<file path="src/rtl/uart_tx_mmio_pkg.sv">
// Shared types and constants for the memory-mapped UART transmitter.
package uart_tx_mmio_pkg;

    typedef logic        u1;
    typedef logic [31:0] u32;

    typedef enum logic [1:0] {
        ST_IDLE  = 2'd0,
        ST_START = 2'd1,
        ST_DATA  = 2'd2,
        ST_STOP  = 2'd3
    } tx_state_e;

    localparam logic [2:0] OFF_TXDATA = 3'd0;
    localparam logic [2:0] OFF_STATUS = 3'd4;

    localparam int STAT_FULL  = 0;
    localparam int STAT_EMPTY = 1;
    localparam int STAT_BUSY  = 2;
    localparam int STAT_OVF   = 3;

endpackage

</file>
<file path="src/rtl/uart_tx_mmio_fifo.sv">
// Synchronous FIFO with modulo-DEPTH pointers and an occupancy count one bit wider than the pointers.
module sync_fifo #(
    parameter int WIDTH = 8,
    parameter int DEPTH = 8
) (
    input  logic                     clk,
    input  logic                     reset,
    input  logic                     push_i,
    input  logic [WIDTH-1:0]         wdata_i,
    input  logic                     pop_i,
    output logic [WIDTH-1:0]         rdata_o,
    output logic                     full_o,
    output logic                     empty_o,
    output logic [$clog2(DEPTH):0]   count_o
);
    localparam int AW = $clog2(DEPTH);

    logic [WIDTH-1:0] mem_q [DEPTH];
    logic [AW-1:0]    wr_ptr_q;
    logic [AW-1:0]    rd_ptr_q;
    logic [AW:0]      count_q;
    logic [AW:0]      count_d;
    logic             do_push;
    logic             do_pop;

    assign empty_o = (count_q == '0);
    assign full_o  = (count_q == (AW+1)'(DEPTH));
    assign count_o = count_q;
    assign rdata_o = mem_q[rd_ptr_q];

    // A push into a full FIFO is legal only when the head leaves on the same edge.
    assign do_pop  = pop_i & ~empty_o;
    assign do_push = push_i & (~full_o | do_pop);

    always_comb begin
        count_d = count_q;
        if (do_push && !do_pop) begin
            count_d = count_q + (AW+1)'(1);
        end else if (do_pop && !do_push) begin
            count_d = count_q - (AW+1)'(1);
        end
    end

    always_ff @(posedge clk or negedge reset) begin
        if (!reset) begin
            wr_ptr_q <= '0;
            rd_ptr_q <= '0;
            count_q  <= '0;
        end else begin
            if (do_push) wr_ptr_q <= wr_ptr_q + AW'(1);
            if (do_pop)  rd_ptr_q <= rd_ptr_q + AW'(1);
            count_q <= count_d;
        end
    end

    always_ff @(posedge clk) begin
        if (do_push) mem_q[wr_ptr_q] <= wdata_i;
    end

endmodule

</file>
<file path="src/rtl/uart_tx_mmio.sv">
// Memory-mapped 8N1 UART transmitter: TXDATA/STATUS register window in front of a byte FIFO.
// state | meaning: IDLE wait for FIFO data | START line low | DATA shift LSB first | STOP line high
module uart_tx_mmio
    import uart_tx_mmio_pkg::*;
#(
    parameter int          CLKS_PER_BIT = 16,
    parameter int          FIFO_DEPTH   = 8,
    parameter logic [31:0] BASE_ADDR    = 32'h0000_FF00
) (
    input  logic        clk,
    input  logic        reset,
    input  logic        memwrite,
    input  logic [31:0] dataaddr,
    input  logic [31:0] writedata,
    output logic [31:0] readdata,
    output logic        hit,
    output logic        tx
);
    localparam int             BW        = $clog2(CLKS_PER_BIT);
    localparam logic [BW-1:0]  BAUD_LAST = BW'(CLKS_PER_BIT - 1);

    tx_state_e  state_q, state_d;
    logic [BW-1:0] baud_q, baud_d;
    logic [2:0] bit_q, bit_d;
    logic [7:0] shift_q, shift_d;
    u1          ovf_q, ovf_d;

    u1          sel_txdata, sel_status, wr_txdata, wr_status;
    u1          fifo_push, fifo_pop, fifo_full, fifo_empty, ovf_set, busy, baud_last;
    logic [7:0] fifo_head;
    logic [$clog2(FIFO_DEPTH):0] fifo_count;
    u32         status;
    logic       wdata_unused;

    assign wdata_unused = ^writedata[31:8];

    assign hit        = (dataaddr[31:3] == BASE_ADDR[31:3]);
    assign sel_txdata = hit && (dataaddr[2:0] == OFF_TXDATA);
    assign sel_status = hit && (dataaddr[2:0] == OFF_STATUS);
    assign wr_txdata  = memwrite && sel_txdata;
    assign wr_status  = memwrite && sel_status;

    assign fifo_pop  = (state_q == ST_IDLE) && (fifo_count != '0);
    assign fifo_push = wr_txdata && (!fifo_full || fifo_pop);
    assign ovf_set   = wr_txdata && fifo_full && !fifo_pop;
    // A new overflow wins over a clear landing on the same edge.
    assign ovf_d     = (ovf_q && !wr_status) || ovf_set;

    sync_fifo #(
        .WIDTH (8),
        .DEPTH (FIFO_DEPTH)
    ) u_fifo (
        .clk     (clk),
        .reset   (reset),
        .push_i  (fifo_push),
        .wdata_i (writedata[7:0]),
        .pop_i   (fifo_pop),
        .rdata_o (fifo_head),
        .full_o  (fifo_full),
        .empty_o (fifo_empty),
        .count_o (fifo_count)
    );

    always_comb begin
        status             = '0;
        status[STAT_FULL]  = fifo_full;
        status[STAT_EMPTY] = fifo_empty;
        status[STAT_BUSY]  = busy;
        status[STAT_OVF]   = ovf_q;
    end

    assign readdata = sel_status ? status : '0;

    always_ff @(posedge clk or negedge reset) begin
        if (!reset) begin
            state_q <= ST_IDLE;
            baud_q  <= '0;
            bit_q   <= '0;
            shift_q <= '0;
            ovf_q   <= 1'b0;
        end else begin
            state_q <= state_d;
            baud_q  <= baud_d;
            bit_q   <= bit_d;
            shift_q <= shift_d;
            ovf_q   <= ovf_d;
        end
    end

    assign baud_last = (baud_q == BAUD_LAST);

    always_comb begin
        state_d = state_q;
        baud_d  = baud_last ? '0 : baud_q + BW'(1);
        bit_d   = bit_q;
        shift_d = shift_q;
        unique case (state_q)
            ST_IDLE: begin
                baud_d = '0;
                if (fifo_pop) begin
                    state_d = ST_START;
                    shift_d = fifo_head;
                    bit_d   = '0;
                end
            end
            ST_START: begin
                if (baud_last) state_d = ST_DATA;
            end
            ST_DATA: begin
                if (baud_last) begin
                    shift_d = {1'b0, shift_q[7:1]};
                    if (bit_q == 3'd7) begin
                        state_d = ST_STOP;
                    end else begin
                        bit_d = bit_q + 3'd1;
                    end
                end
            end
            ST_STOP: begin
                if (baud_last) state_d = ST_IDLE;
            end
            default: state_d = ST_IDLE;
        endcase
    end

    always_comb begin
        tx   = 1'b1;
        busy = (state_q != ST_IDLE);
        unique case (state_q)
            ST_START: tx = 1'b0;
            ST_DATA:  tx = shift_q[0];
            default:  tx = 1'b1;
        endcase
    end

endmodule
</file>
<file path="config.mk">
export PLATFORM = sky130hd
export DESIGN_NAME = uart_tx_mmio
export DESIGN_NICKNAME = d
export VERILOG_FILES = /design/src/rtl/uart_tx_mmio_pkg.sv /design/src/rtl/uart_tx_mmio_fifo.sv /design/src/rtl/uart_tx_mmio.sv
export SDC_FILE = /design/constraint.sdc
export NUM_CORES = 1
export LEC_CHECK = 0
export BUFFER_PORTS_ARGS = -buffer_cell sky130_fd_sc_hd__buf_4
export CAP_MARGIN = 20
export CORE_UTILIZATION = 40
export DETAILED_ROUTE_END_ITERATION = 8
export PLACE_DENSITY_LB_ADDON = 0.12
export SYNTH_ARGS = -nofsm -noshare
export SYNTH_HDL_FRONTEND = slang
export SYNTH_HIERARCHICAL = 1
export SYNTH_SLANG_ARGS = --single-unit
</file>
<file path="constraint.sdc">
create_clock -name clk -period 6.6 [get_ports clk]
set_input_delay 0.33 -clock clk [delete_from_list [all_inputs] [get_ports clk]]
set_output_delay 0.33 -clock clk [all_outputs]
set_load 0.05 [all_outputs]
</file>
==> Word-level counts from Yosys, hierarchy flattened <==
Memory sizes are Yosys's and may differ from the RTL's.
Index checks and enable logic that the tools add are counted.
{ "word_totals": {"register_bits": 28, "latchBits": 0, "ramBits": 64, "mem_bits_ro": 0, "in_bits": 67, "word_cells": 83, "mem_count": 1} }
{ "op_classes": {"add_sub_neg": 6, "mul": 0, "div_mod_pow": 0, "n_lt_le_gt_ge": 0, "eq_ne": 14, "shifts": 0, "n_mux": 21, "n_bitwise": 5, "n_reduce_logical": 28} }
{ "memory_table": {"columns": ["memory", "depth", "word_bits", "rd", "rd_clocked_by_memory_dff", "write_ports", "line_no", "source"], "rows": [
  ["u_fifo.mem_q", 8, 8, 1, 0, 1, "uart_tx_mmio_fifo.sv:18", "logic [WIDTH-1:0] mem_q [DEPTH];"]
]} }
{ "ops": {"columns": ["op", "count"], "rows": [
  ["== test 29 x 13 -> 1 bit (second input constant)", 1],
  ["2-to-1 mux 4 bit", 5],
  ["2-to-1 mux 8 bit", 2],
  ["case mux 8 bit (2 select lines)", 1],
  ["inequality test 2 bit (second input constant)", 6],
  ["logical AND 1 bit", 11],
  ["2-to-1 mux 2 bit", 5],
  ["adder 3 x 1 -> 3 bit (second input constant)", 3],
  ["2-to-1 mux 3 bit", 3],
  ["adder 4 x 1 -> 4 bit (second input constant)", 2],
  ["== test 4 bit (second input constant)", 2],
  ["case mux 2 bit (4 select lines)", 1],
  ["== test 3 bit (second input constant)", 2],
  ["case mux 3 bit (2 select lines)", 1],
  ["nonzero test 2 bit", 3],
  ["zero test 1 bit", 5],
  ["AND reduction 5 bit", 1],
  ["== test 2 bit (second input constant)", 2],
  ["zero test 4 bit", 1],
  ["AND reduction 4 bit", 1],
  ["nonzero test 4 bit", 1],
  ["subtractor 4 x 1 -> 4 bit (second input constant)", 1],
  ["zero test 3 bit", 1],
  ["AND reduction 3 bit", 1],
  ["8 further kinds", 12]
]} }

==> Depth between registers and ports, before layout <==
{ "logic_depth": {"word_depth": 9, "mapped_depth": 14} }

==> Hierarchy <==
The synthesis kept the hierarchy.
{ "modules_own_cells": {"columns": ["mod", "instances", "cells_per_inst", "area_per_inst_um2", "seq_area_each_um2"], "rows": [
  ["sync_fifo", 1, 156, 3062.9, 2172.1],
  ["uart_tx_mmio", 1, 140, 1340.0, 450.4]
]} }

==> Worst setup path before layout <==
Ideal clock, no wire load.
{ "synth_timing": {"path_kind": "input to register", "startpoint": "in dataaddr[6]", "endpoint": "reg u_fifo.count_q[3] (netlist: u_fifo/count_o[3])", "arrival_time_ns": 3.248, "required_ns": 6.469, "slack_ns": 3.221, "cell_stages": 13, "path_buffers": 1, "path_cell_list": "or4b_1 > nor4_2 > and2_1 > buf_6 > nor4b_4 > o21ai_4 > inv_2 > ha_1 > inv_1 > ha_1 > or4_1 > o211ai_1 > o211ai_1"} }
{ "synth_between": {"elab_chain_cells": 8, "word_cells_on_any_way": 10, "cone_classes": "eq/ne (1); mux (1); bitwise (1); reduce/logical (7)"} }
{ "synth_lines": {"columns": ["item", "line_no", "source"], "rows": [
  ["start, declared", "uart_tx_mmio.sv:13", "input logic [31:0] dataaddr,"],
  ["== test 29 x 13 -> 1 bit (*)", "uart_tx_mmio.sv:37", "assign hit = (dataaddr[31:3] == BASE_ADDR[31:3]);"],
  ["net hit", "uart_tx_mmio.sv:16", "output logic hit,"],
  ["logical AND 1 bit (*)", "uart_tx_mmio.sv:38", "assign sel_txdata = hit && (dataaddr[2:0] == OFF_TXDATA);"],
  ["logical AND 1 bit (*)", "uart_tx_mmio.sv:40", "assign wr_txdata = memwrite && sel_txdata;"],
  ["logical AND 1 bit (*)", "uart_tx_mmio.sv:44", "assign fifo_push = wr_txdata && (!fifo_full || fifo_pop);"],
  ["net fifo_push", "uart_tx_mmio.sv:29", "u1 fifo_push, fifo_pop, fifo_full, fifo_empty, ovf_set, busy, baud_last;"],
  ["AND 1 bit (*)", "uart_tx_mmio_fifo.sv:33", "assign do_push = push_i & (~full_o | do_pop);"],
  ["net u_fifo.do_push", "uart_tx_mmio_fifo.sv:23", "logic do_push;"],
  ["zero test 1 bit", "uart_tx_mmio_fifo.sv:39", "end else if (do_pop && !do_push) begin"],
  ["logical AND 1 bit", "uart_tx_mmio_fifo.sv:39", null],
  ["nonzero test 2 bit (no source line)", null, null],
  ["end signal, assigned", "uart_tx_mmio_fifo.sv:52", "count_q <= count_d;"],
  ["end, declared", "uart_tx_mmio_fifo.sv:21", "logic [AW:0] count_q;"]
]} }
The timed path passes the listed nets; every way through them passes the cells marked *.
A chain may end at the register's enable or synchronous reset.

==> Worst setup path in the final report <==
{ "layout_timing": {"startpoint": "reg state_q[0]", "endpoint": "reg u_fifo.count_q[3] (netlist: u_fifo/count_o[3])"} }
{ "layout_between": {"elab_chain_cells": 8, "word_cells_on_any_way": 13, "cone_classes": "mux (1); bitwise (3); reduce/logical (9)"} }
{ "layout_lines": {"columns": ["item", "line_no", "source"], "rows": [
  ["start, declared", "uart_tx_mmio.sv:22", "tx_state_e state_q, state_d;"],
  ["start signal, assigned", "uart_tx_mmio.sv:82", "state_q <= state_d;"],
  ["zero test 2 bit (*)", "uart_tx_mmio.sv:43", "assign fifo_pop = (state_q == ST_IDLE) && (fifo_count != '0);"],
  ["logical AND 1 bit (*)", "uart_tx_mmio.sv:43", null],
  ["net fifo_pop", "uart_tx_mmio.sv:29", null],
  ["logical OR 1 bit (*)", "uart_tx_mmio.sv:44", null],
  ["logical AND 1 bit (*)", "uart_tx_mmio.sv:44", null],
  ["net fifo_push", "uart_tx_mmio.sv:29", null],
  ["AND 1 bit (*)", "uart_tx_mmio_fifo.sv:33", null],
  ["net u_fifo.do_push", "uart_tx_mmio_fifo.sv:23", null],
  ["zero test 1 bit", "uart_tx_mmio_fifo.sv:39", null],
  ["logical AND 1 bit", "uart_tx_mmio_fifo.sv:39", null],
  ["nonzero test 2 bit (no source line)", null, null]
]} }
Marks and branches as above.

==> flow_summary.toml <==
[floorplanning]
dieArea_mm2 = 0.0114
rows = 37
core_mm2 = 0.0105
die_h_um = 107
fp.dieW_um = 107
start_util = 0.419
io_pins = 101

[layout]
layout.area.seq_mm2 = 0.00262
fin_area_mm2 = 0.00501
final_layout_size_suffix_gt1_frac = 0.299
fillCellCount = 923
num_antenna_cells = 0
fin_cells = 487
multi_input_area_mm2 = 0.00160
post-route-util = 0.476
final_nets = 426
syn_to_final_growth_pct = 13.7

[worst_setup_path]
path_common_cell = "ha_1"
slowest_delay_ns = 0.48
worst-path-buf-inv = 3
endpoint_kind = "register"
cp_max_fo = 10
cp_slowest_cell = "or4_1"
crit_chain = "inv_1 > ha_1 > o41a_1 > nor2b_1 > nor4b_4 > o21ai_4 > inv_2 > ha_1 > inv_1 > ha_1 > or4_1 > o211ai_1 > o211ai_1"
crit_family = "simple AND/OR/NAND/NOR gates"
cp-start-kind = "register"
critPathRequiredTime_ns = 6.83
worstSetupPathType = "register to register"
cp_data_arrival_time_ns = 3.85

[clocking]
numCtsBuffers = 9
clock_sink_count = 92
cts-root-buf = "clkbuf_8"
postCtsSetupRepairBufs = 0
cts.htree.levels = 3
clock_path_buffers = 2
cts_hold_buf = 1
tritoncts = "yes"
worstSkewPairLatency_ns = 0.34
cts_resized = 0
clk_pin_slew_worst_paths_ns = 0.09

[global_routing]
antenna_found_initial = 0
overflow = 0
grt_pass1_vias = 2523
grt_pass1_wl_um = 12900
grt_max_degree = 29
grtUsageTotal = 0.151

[sta]
max_slew.worst_pin.slew_ns = 0.923
final.setup_skew_ns = 0.0135
relSlewSlack = 0.383
finalSetupViolCount = 0
hold_violations = 0
final.setup.tns_ns = 0
period_share = 0.549
rsz0062_at_grt = "no"
maxSlewViolCount = 0
finalCriticalPeriod_ns = 3.62
fmax_ghz = 0.276

[flow_run]
maxCapViolCount = 0

[routing]
wl_um = 7840
drcViolationCount = 0
wire_per_inst_um = 16.1
routed_via_density = 5.20
dr.pass1.iters = 4
vias = 2530
drt_iter0_drc = 99
ant_nets = 0

[yosys]
synth_common_cells = "edfxtp_1, buf_4, dfrtp_1"
syn-cell-area_mm2 = 0.00440
syn-mean-instance-area_um2 = 14.9
synth_seq_cells = 92
synthDistinctLibCells = 53
synth.area.top_cells = "edfxtp_1, dfrtp_1, mux4_2, buf_4, ha_1"
ys_seq_area_frac = 0.596
yosysTopAreaCellShare = 0.436
synth_edf_count = 64
synth_most_common_cell = "edfxtp_1"
synth-main-ff-cell = "edfxtp_1"
synthArstFlopShare = 0.304
yosysTopAreaCell = "edfxtp_1"
yosys_warnings = 6
synth_cells = 296

[pwr]
p_per_area_mw_per_mm2 = 207
vdd_drop_max_mv = 0.0962
p_leak_uw = 0.00194
power_uw = 1040

[min_path]
hp-class = "primary input to register"

[place]
gp_congestion = 0.684
hpwlAfterDp_um = 5240
place_area_mm2 = 0.00481
dp_cells = 470
port_buffers = 48

[status]
status = "finished clean"
## state kept, by name (all words and copies together), names as in the netlist
| register | cells |
|---|---|
| u_fifo/mem_q | 64 |
| shift_q | 8 |
| baud_q | 4 |
| u_fifo/count_o | 4 |
| bit_q | 3 |
| u_fifo/rd_ptr_q | 3 |
| u_fifo/wr_ptr_q | 3 |
| state_q | 2 |
| ovf_q | 1 |
## cell families (layout without fill, tap and decap cells)
| kind of cell | Yosys count | count (layout) | share of synthesized area |
|---|---|---|---|
| buffers and inverters | 49 | 77 | 0.0702 |
| muxes | 38 | 38 | 0.136 |
| DFF | 92 | 92 | 0.596 |
| xor gates and xnor gates | 7 | 7 | 0.0139 |
| adders and majority gates | 13 | 13 | 0.0386 |
| and+or+nand+nor | 67 | 67 | 0.0943 |
| other | 1 | 28 | 0.000852 |
| AOI/OAI and AO/OA | 29 | 29 | 0.0503 |
## worst register-to-register path, cell delays in order (launching register included)
cell      delay [ns]
dfrtp_1         0.43
inv_1           0.09
ha_1            0.38
o41a_1          0.38
nor2b_1         0.14
nor4b_4         0.38
o21ai_4         0.18
inv_2           0.08
ha_1            0.24
inv_1           0.14
ha_1            0.37
or4_1           0.48
o211ai_1        0.11
o211ai_1        0.10
## metrics by stage
stage                     hold slack [ns]  worst slack [ns]
after floorplan                    0.0344              3.22
after global placement              0.280              2.89
after detailed placement            0.285              2.84
after CTS                           0.195              2.95
after global routing                0.201              2.63
final                               0.211              2.98
## path summary, 6_finish.rpt
path                              startpoint            endpoint  slack, ns  cells past startpoint
worst max-delay path              state_q[0]   u_fifo/count_o[3]       2.98                     13
worst min-delay path            writedata[7]  u_fifo/mem_q[4][7]       0.21                      1
worst max register to register    state_q[0]   u_fifo/count_o[3]       2.98                     13
worst min register to register     baud_q[0]           baud_q[0]       0.51                      1
max in group asynchronous              reset          shift_q[4]       5.87                      2
min in group asynchronous              reset          shift_q[5]       0.44                      2
## cell usage in the layout, fill, tap and decap left out, types with 7 or more instances in the layout
cell type	count
edfxtp_1	64
buf_4	51
conb_1	28
dfrtp_1	28
mux4_2	16
nor2_1	13
ha_1	12
mux2_2	11
clkbuf_8	11
mux2i_1	10
a21oi_1	9
inv_1	8
nand3_1	7
## routing by layer
layer	GRT usage	wire, µm	vias to the layer above
met3	0.0207	218	4
met2	0.245	3760	75
met1	0.207	3790	1265
met4	0.0577	73	0
met5	0	0	-
li1	-	-	1186
## where the power goes
| group | switching [µW] | internal, µW |
|---|---|---|
| Sequential | 0.00000117 | 618 |
| Clock | 194 | 161 |
| Combinational | 47.4 | 17.3 |
| Total | 241 | 796 |
## area by class of cell
type / instances / area share
clock buffers: 12 / 0.0310
inverters: 9 / 0.00675
flip-flops and latches: 92 / 0.524
multi-input cells: 182 / 0.319
repair buffers: 52 / 0.0785
well taps: 136 / 0.0340
clock inverters: 4 / 0.00650
(Power assumes the default switching activity.)
